<file path="src/rtl/hazard_unit_pkg.sv">
// Shared types for the pipeline hazard unit: scoreboard entry layout,
// scoreboard stage indices and the per-cycle scheduling decision.
package hazard_unit_pkg;

    localparam int REG_W = 5;
    localparam logic [REG_W-1:0] REG_ZERO = 5'd0;

    typedef struct packed {
        logic             valid;
        logic [REG_W-1:0] addr;
    } sb_entry_t;

    localparam sb_entry_t SB_EMPTY = sb_entry_t'{valid: 1'b0, addr: REG_ZERO};

    localparam int STAGE_EXE  = 0;
    localparam int STAGE_MEM  = 1;
    localparam int STAGE_WB   = 2;
    localparam int NUM_STAGES = 3;

    typedef enum logic [2:0] {
        SCHED_RESET,
        SCHED_HOLD,
        SCHED_BRANCH,
        SCHED_STALL,
        SCHED_JUMP,
        SCHED_RUN
    } sched_e;

    // $0 is hard-wired, so a write to it never creates a pending producer.
    function automatic sb_entry_t make_entry(input logic wen, input logic [REG_W-1:0] addr);
        sb_entry_t e;
        e.valid = wen && (addr != REG_ZERO);
        e.addr  = addr;
        return e;
    endfunction

endpackage

</file>
<file path="src/rtl/hazard_sb_entry_cmp.sv">
// Compares one scoreboard entry against one source operand of the ID instruction.
module hazard_sb_entry_cmp
    import hazard_unit_pkg::*;
(
    input  logic             cmp_en,
    input  sb_entry_t        entry,
    input  logic             src_used,
    input  logic [REG_W-1:0] src_addr,
    output logic             hit
);

    assign hit = cmp_en
              && src_used
              && (src_addr != REG_ZERO)
              && entry.valid
              && (entry.addr != REG_ZERO)
              && (entry.addr == src_addr);

endmodule

</file>
<file path="src/rtl/hazard_unit.sv">
// Stall/flush scheduler for the 5-stage MIPS pipeline: tracks in-flight register
// writes, inserts RAW bubbles, squashes wrong-path fetches and counts events.
module hazard_unit
    import hazard_unit_pkg::*;
#(
    parameter bit WB_SAME_CYCLE = 1'b1,
    parameter int CNT_W         = 16
) (
    input  logic             clk,
    input  logic             rst,
    input  logic             cpu_en,
    input  logic [REG_W-1:0] id_rs,
    input  logic [REG_W-1:0] id_rt,
    input  logic             id_rs_used,
    input  logic             id_rt_used,
    input  logic             id_wb_wen,
    input  logic [REG_W-1:0] id_wb_addr,
    input  logic             id_jump,
    input  logic             exe_branch_taken,
    output logic             pc_en,
    output logic             if_en,
    output logic             if_rst,
    output logic             id_en,
    output logic             id_rst,
    output logic             exe_en,
    output logic             stall,
    output logic [CNT_W-1:0] stall_cnt,
    output logic [CNT_W-1:0] flush_cnt
);

    sb_entry_t             sb_q [NUM_STAGES];
    sb_entry_t             sb_d [NUM_STAGES];
    logic [CNT_W-1:0]      stall_cnt_q, stall_cnt_d;
    logic [CNT_W-1:0]      flush_cnt_q, flush_cnt_d;
    logic [NUM_STAGES-1:0] stage_cmp_en;
    logic [NUM_STAGES-1:0] rs_hit;
    logic [NUM_STAGES-1:0] rt_hit;
    logic                  hz;
    logic                  sb_advance;
    logic                  sb_load_id;
    sched_e                sched;

    function automatic logic [CNT_W-1:0] sat_inc(input logic [CNT_W-1:0] v);
        return (v == {CNT_W{1'b1}}) ? v : v + CNT_W'(1);
    endfunction

    // With negedge regfile writes the WB producer is already visible to ID.
    always_comb begin
        stage_cmp_en           = '1;
        stage_cmp_en[STAGE_WB] = !WB_SAME_CYCLE;
    end

    for (genvar s = 0; s < NUM_STAGES; s++) begin : g_cmp
        hazard_sb_entry_cmp u_rs_cmp (
            .cmp_en   (stage_cmp_en[s]),
            .entry    (sb_q[s]),
            .src_used (id_rs_used),
            .src_addr (id_rs),
            .hit      (rs_hit[s])
        );

        hazard_sb_entry_cmp u_rt_cmp (
            .cmp_en   (stage_cmp_en[s]),
            .entry    (sb_q[s]),
            .src_used (id_rt_used),
            .src_addr (id_rt),
            .hit      (rt_hit[s])
        );
    end

    assign hz = (|rs_hit) || (|rt_hit);

    always_comb begin
        if (rst) begin
            sched = SCHED_RESET;
        end else if (!cpu_en) begin
            sched = SCHED_HOLD;
        end else if (exe_branch_taken) begin
            sched = SCHED_BRANCH;
        end else if (hz) begin
            sched = SCHED_STALL;
        end else if (id_jump) begin
            sched = SCHED_JUMP;
        end else begin
            sched = SCHED_RUN;
        end
    end

    always_comb begin
        pc_en  = 1'b0;
        if_en  = 1'b0;
        if_rst = 1'b0;
        id_en  = 1'b0;
        id_rst = 1'b0;
        exe_en = 1'b0;
        stall  = 1'b0;
        case (sched)
            SCHED_RESET: begin
                if_rst = 1'b1;
                id_rst = 1'b1;
            end
            SCHED_HOLD: begin
            end
            SCHED_BRANCH: begin
                pc_en  = 1'b1;
                if_en  = 1'b1;
                id_en  = 1'b1;
                exe_en = 1'b1;
                if_rst = 1'b1;
                id_rst = 1'b1;
            end
            // Freeze PC and IF/ID; the ID instruction is re-decoded next cycle.
            SCHED_STALL: begin
                id_en  = 1'b1;
                id_rst = 1'b1;
                exe_en = 1'b1;
                stall  = 1'b1;
            end
            SCHED_JUMP: begin
                pc_en  = 1'b1;
                if_en  = 1'b1;
                id_en  = 1'b1;
                exe_en = 1'b1;
                if_rst = 1'b1;
            end
            default: begin
                pc_en  = 1'b1;
                if_en  = 1'b1;
                id_en  = 1'b1;
                exe_en = 1'b1;
            end
        endcase
    end

    assign sb_advance = (sched == SCHED_BRANCH) || (sched == SCHED_STALL)
                     || (sched == SCHED_JUMP)   || (sched == SCHED_RUN);
    assign sb_load_id = (sched == SCHED_JUMP) || (sched == SCHED_RUN);

    always_comb begin
        sb_d        = sb_q;
        stall_cnt_d = stall_cnt_q;
        flush_cnt_d = flush_cnt_q;
        if (sb_advance) begin
            sb_d[STAGE_WB]  = sb_q[STAGE_MEM];
            sb_d[STAGE_MEM] = sb_q[STAGE_EXE];
            sb_d[STAGE_EXE] = sb_load_id ? make_entry(id_wb_wen, id_wb_addr) : SB_EMPTY;
        end
        if (sched == SCHED_STALL) begin
            stall_cnt_d = sat_inc(stall_cnt_q);
        end
        if ((sched == SCHED_BRANCH) || (sched == SCHED_JUMP)) begin
            flush_cnt_d = sat_inc(flush_cnt_q);
        end
    end

    always_ff @(posedge clk) begin
        if (rst) begin
            for (int i = 0; i < NUM_STAGES; i++) begin
                sb_q[i] <= SB_EMPTY;
            end
            stall_cnt_q <= '0;
            flush_cnt_q <= '0;
        end else begin
            sb_q        <= sb_d;
            stall_cnt_q <= stall_cnt_d;
            flush_cnt_q <= flush_cnt_d;
        end
    end

    assign stall_cnt = stall_cnt_q;
    assign flush_cnt = flush_cnt_q;

endmodule

</file>
<file path="config.mk">
export PLATFORM = sky130hd
export DESIGN_NAME = hazard_unit
export DESIGN_NICKNAME = d
export VERILOG_FILES = /design/src/rtl/hazard_unit_pkg.sv /design/src/rtl/hazard_sb_entry_cmp.sv /design/src/rtl/hazard_unit.sv
export SDC_FILE = /design/constraint.sdc
export NUM_CORES = 1
export LEC_CHECK = 0
export BUFFER_PORTS_ARGS = -buffer_cell sky130_fd_sc_hd__buf_2
export CORE_AREA = 4 4 79 81
export DETAILED_ROUTE_END_ITERATION = 10
export DIE_AREA = 0 0 83 85
export GPL_ROUTABILITY_DRIVEN = 0
export PLACE_DENSITY = 0.81
export SLEW_MARGIN = 20
export SYNTH_ARGS = -nofsm -noshare
export SYNTH_HDL_FRONTEND = slang
export SYNTH_SLANG_ARGS = --single-unit
</file>
<file path="constraint.sdc">
create_clock -name clk -period 2.3 [get_ports clk]
set_clock_uncertainty 0.05 [all_clocks]
set_input_delay 0.345 -clock clk [delete_from_list [all_inputs] [get_ports clk]]
set_output_delay 0.345 -clock clk [all_outputs]
set_load 0.05 [all_outputs]
</file>
==> out/results.ini <==
[final_layout]
insertedDiodeCount=0
fillers=407
layout.nets=417
finalNonFillerCells=465
drive_above_1_share_pct=49.9
synthToLayoutAreaGrowth_pct=57.4

[power]
p_seq_share_pct=47.5
ir_drop_uv=323
p_comb_share_pct=16.1
leakage_nw=1.63
power_density_nw_per_um2=422
swShare_pct=26.4
p_switching_w=0.000429
intPower_w=0.00120
clkPwrFrac_pct=36.4

[worst_hold_path]
holdPathEnd=sb_q[15]
worstHoldPathType=in -> reg
hold_depth=3
hold_start=id_wb_addr[3]

[logic_synthesis]
yosysTopAreaCell=dfxtp_1
postSynthCellCount=294
synth_top_area_share_pct=36.0
synth_seq_cells=44
syn_nets=319
synth_area_per_cell_um2=8.33
synth.distinct_cells=43
ys_seq_area_share_pct=36.0
synth_commonest_cells=44 x dfxtp_1, 28 x nand2_1, 24 x nor2_1
async_flop_share_pct=0
syn_area_um2=2450
ys_top_cells_by_area=dfxtp_1 36%, xnor2_1 5.7%, nand2_1 4.3%
synth-edff-count=0
ys.flop_type=dfxtp_1
yosys_warnings=0
yosysMostFrequentCell=dfxtp_1

[place]
dpl.cell_count=443
io_buffers=61
hpwl_mm=4.98
dpl_worst_slack_ns=-0.350

[critical_path]
start_kind=register
end_kind=output port
r2r_start=sb_q[9]
arrival_ns=2.32
r2r-end=flush_cnt[0]
r2r_setup_slack_ns=-0.37
reg2reg_depth=11
required_ns=1.90
critical_path_class=reg -> out
crit_path_max_fanout=2

[routing]
antenna_left=0
wl_per_cell_um=17.2
remaining_drc_errors=0
drt_iter0_markers=141
wirelength_mm=7.99
num_vias=2697
vias_per_cell=5.80
dr.pass1.iters=4

[sta]
min_period_ns=2.72
rsz0062_at_grt=yes
setup_ws_ns=-0.419
final_max_slew_viol_count=0
fin_crit_sh_pct=118
tightest_slew_ns=0.427
finalSetupTns_ns=-7.58
setup_viol=35
fmax_mhz=368
slew_headroom_pct=71.4
finalHoldViolations=0

[clock_network]
cts.sinks=44
clock_path_buffers=2
hold_buffers=0
cts_tree=done
root_buffer=clkbuf_8
cts-htree-levels=2
insertion_delay_ns=0.30
clkTransAtPathRegs_ns=0.08
cts_made_buffers=5

[floorplanning]
row_count=27
dieArea_um2=7060
io_pins=62
start_util_pct=44.8
dieWidth_um=83
coreArea_um2=5470
die_h_um=85

[grt]
grt_max_degree=32
grt_pass1_wl_mm=11.5
grt_pass1_vias=2423
grt_overflow=0
grtUsageTotal_pct=19.3
grt_antenna_before_repair=0

[outcome]
status=complete, but fails checks
violations=negative setup slack

[run]
cap_violations=0

## state kept, by name, summed over array words and instances (netlist names)
register	count
flush_cnt	16
stall_cnt	16
sb_q	12
## per-layer routing
layer	track usage (%)	share of wire (%)
met4	5.65	1.9
met2	33.1	51
met5	0	0
met3	4.76	5.3
met1	24.1	41
## cell families after synthesis
group / synth area share, %
and+or+nand+nor: 28.0
muxes: 6.95
AOI/OAI and AO/OA: 16.3
adders and majority gates: 1.02
DFF: 36.0
xor gates and xnor gates: 7.15
buffers and inverters: 4.60
## repair_timing
| item | 4_1_cts | 5_1_grt |
|---|---|---|
| gates cloned | 2 | 1 |
| endpoints found under the setup margin | 32 | 36 |
| resized for setup | 26 | 77 |
| buffers inserted | 3 | 9 |
| endpoints found under the hold margin | 0 | 0 |
| pin swaps | 11 | 38 |
## cells in the final DEF (no fill, tap or decap), types with 3 or more instances in the layout
| master | Yosys | routed |
|---|---|---|
| buf_2 | 3 | 56 |
| buf_4 | 2 | 33 |
| dfxtp_1 | 44 | 30 |
| nand2_1 | 28 | 26 |
| nor2_1 | 24 | 20 |
| a21oi_1 | 20 | 15 |
| dfxtp_2 | 0 | 14 |
| buf_6 | 0 | 11 |
| xnor2_1 | 16 | 10 |
| nand4_1 | 10 | 10 |
| inv_1 | 10 | 9 |
| nand3_1 | 11 | 9 |
| and3_1 | 9 | 8 |
| mux2i_1 | 8 | 8 |
| or4_4 | 0 | 7 |
| nor2b_1 | 7 | 7 |
| xnor2_2 | 0 | 6 |
| or4_1 | 13 | 6 |
| or3_1 | 7 | 6 |
| mux2_4 | 0 | 6 |
| o21ai_0 | 8 | 6 |
| nor4_4 | 0 | 5 |
| a21oi_2 | 0 | 5 |
| clkbuf_8 | 0 | 5 |
| nor3_4 | 0 | 4 |
| buf_12 | 0 | 4 |
| o21ai_4 | 0 | 3 |
| xor2_1 | 4 | 3 |
| and2_1 | 3 | 3 |
| o31ai_1 | 7 | 3 |
| o311ai_4 | 0 | 3 |
| o41ai_1 | 5 | 3 |
## metrics by stage
step	instance area, µm²	power (W)	utilization [%]	hold slack, ns
after floorplan	2540	0.000907	-	0.411
after global placement	3100	0.000977	56.7	0.421
after detailed placement	3100	0.000981	56.7	0.432
after CTS	3410	0.00159	62.2	0.248
after global routing	3860	0.00168	70.5	0.258
final	3860	0.00163	70.5	0.246
## power by group through the flow
| stage | sequential [W] | combinational, W | clock (W) |
|---|---|---|---|
| after CTS | 0.000773 | 0.000221 | 0.000593 |
| after floorplan | 0.000799 | 0.000108 | 0 |
| final | 0.000774 | 0.000263 | 0.000592 |
| after detailed placement | 0.000791 | 0.000190 | 0 |
| after global placement | 0.000790 | 0.000186 | 0 |
| after global routing | 0.000775 | 0.000277 | 0.000631 |
## worst max-delay path, cell delays in order, from the launching register on
cell     delay [ns]
dfxtp_2        0.32
or4_4          0.54
o21ai_4        0.25
nor4_4         0.08
nor2_2         0.19
buf_4          0.14
a21o_1         0.14
inv_2          0.07
nor2_4         0.12
buf_6          0.18
## area by class of cell
type                            instances  area, µm²  share of cell area, %
Multi-Input combinational cell        223       1910                   49.5
Sequential cell                        44        898                   23.3
Timing Repair Buffer                  108        812                   21.1
Tap cell                               72       90.1                   2.34
Clock buffer                            6       72.6                   1.88
Inverter                               10       37.5                  0.973
Clock inverter                          2       35.0                  0.909
## worst max path at each step
stage	startpoint	to	slack [ns]	cells after the start
after CTS	sb_q[15]	pc_en	-0.31	8
after global placement	id_rt[1]	flush_cnt[8]	-0.28	9
after global routing	sb_q[9]	pc_en	-0.49	9
after floorplan	sb_q[9]	pc_en	-0.34	9
final	sb_q[9]	pc_en	-0.42	9
after detailed placement	id_rt[1]	flush_cnt[12]	-0.35	9
Note: power is estimated with default switching activity, not from simulation.
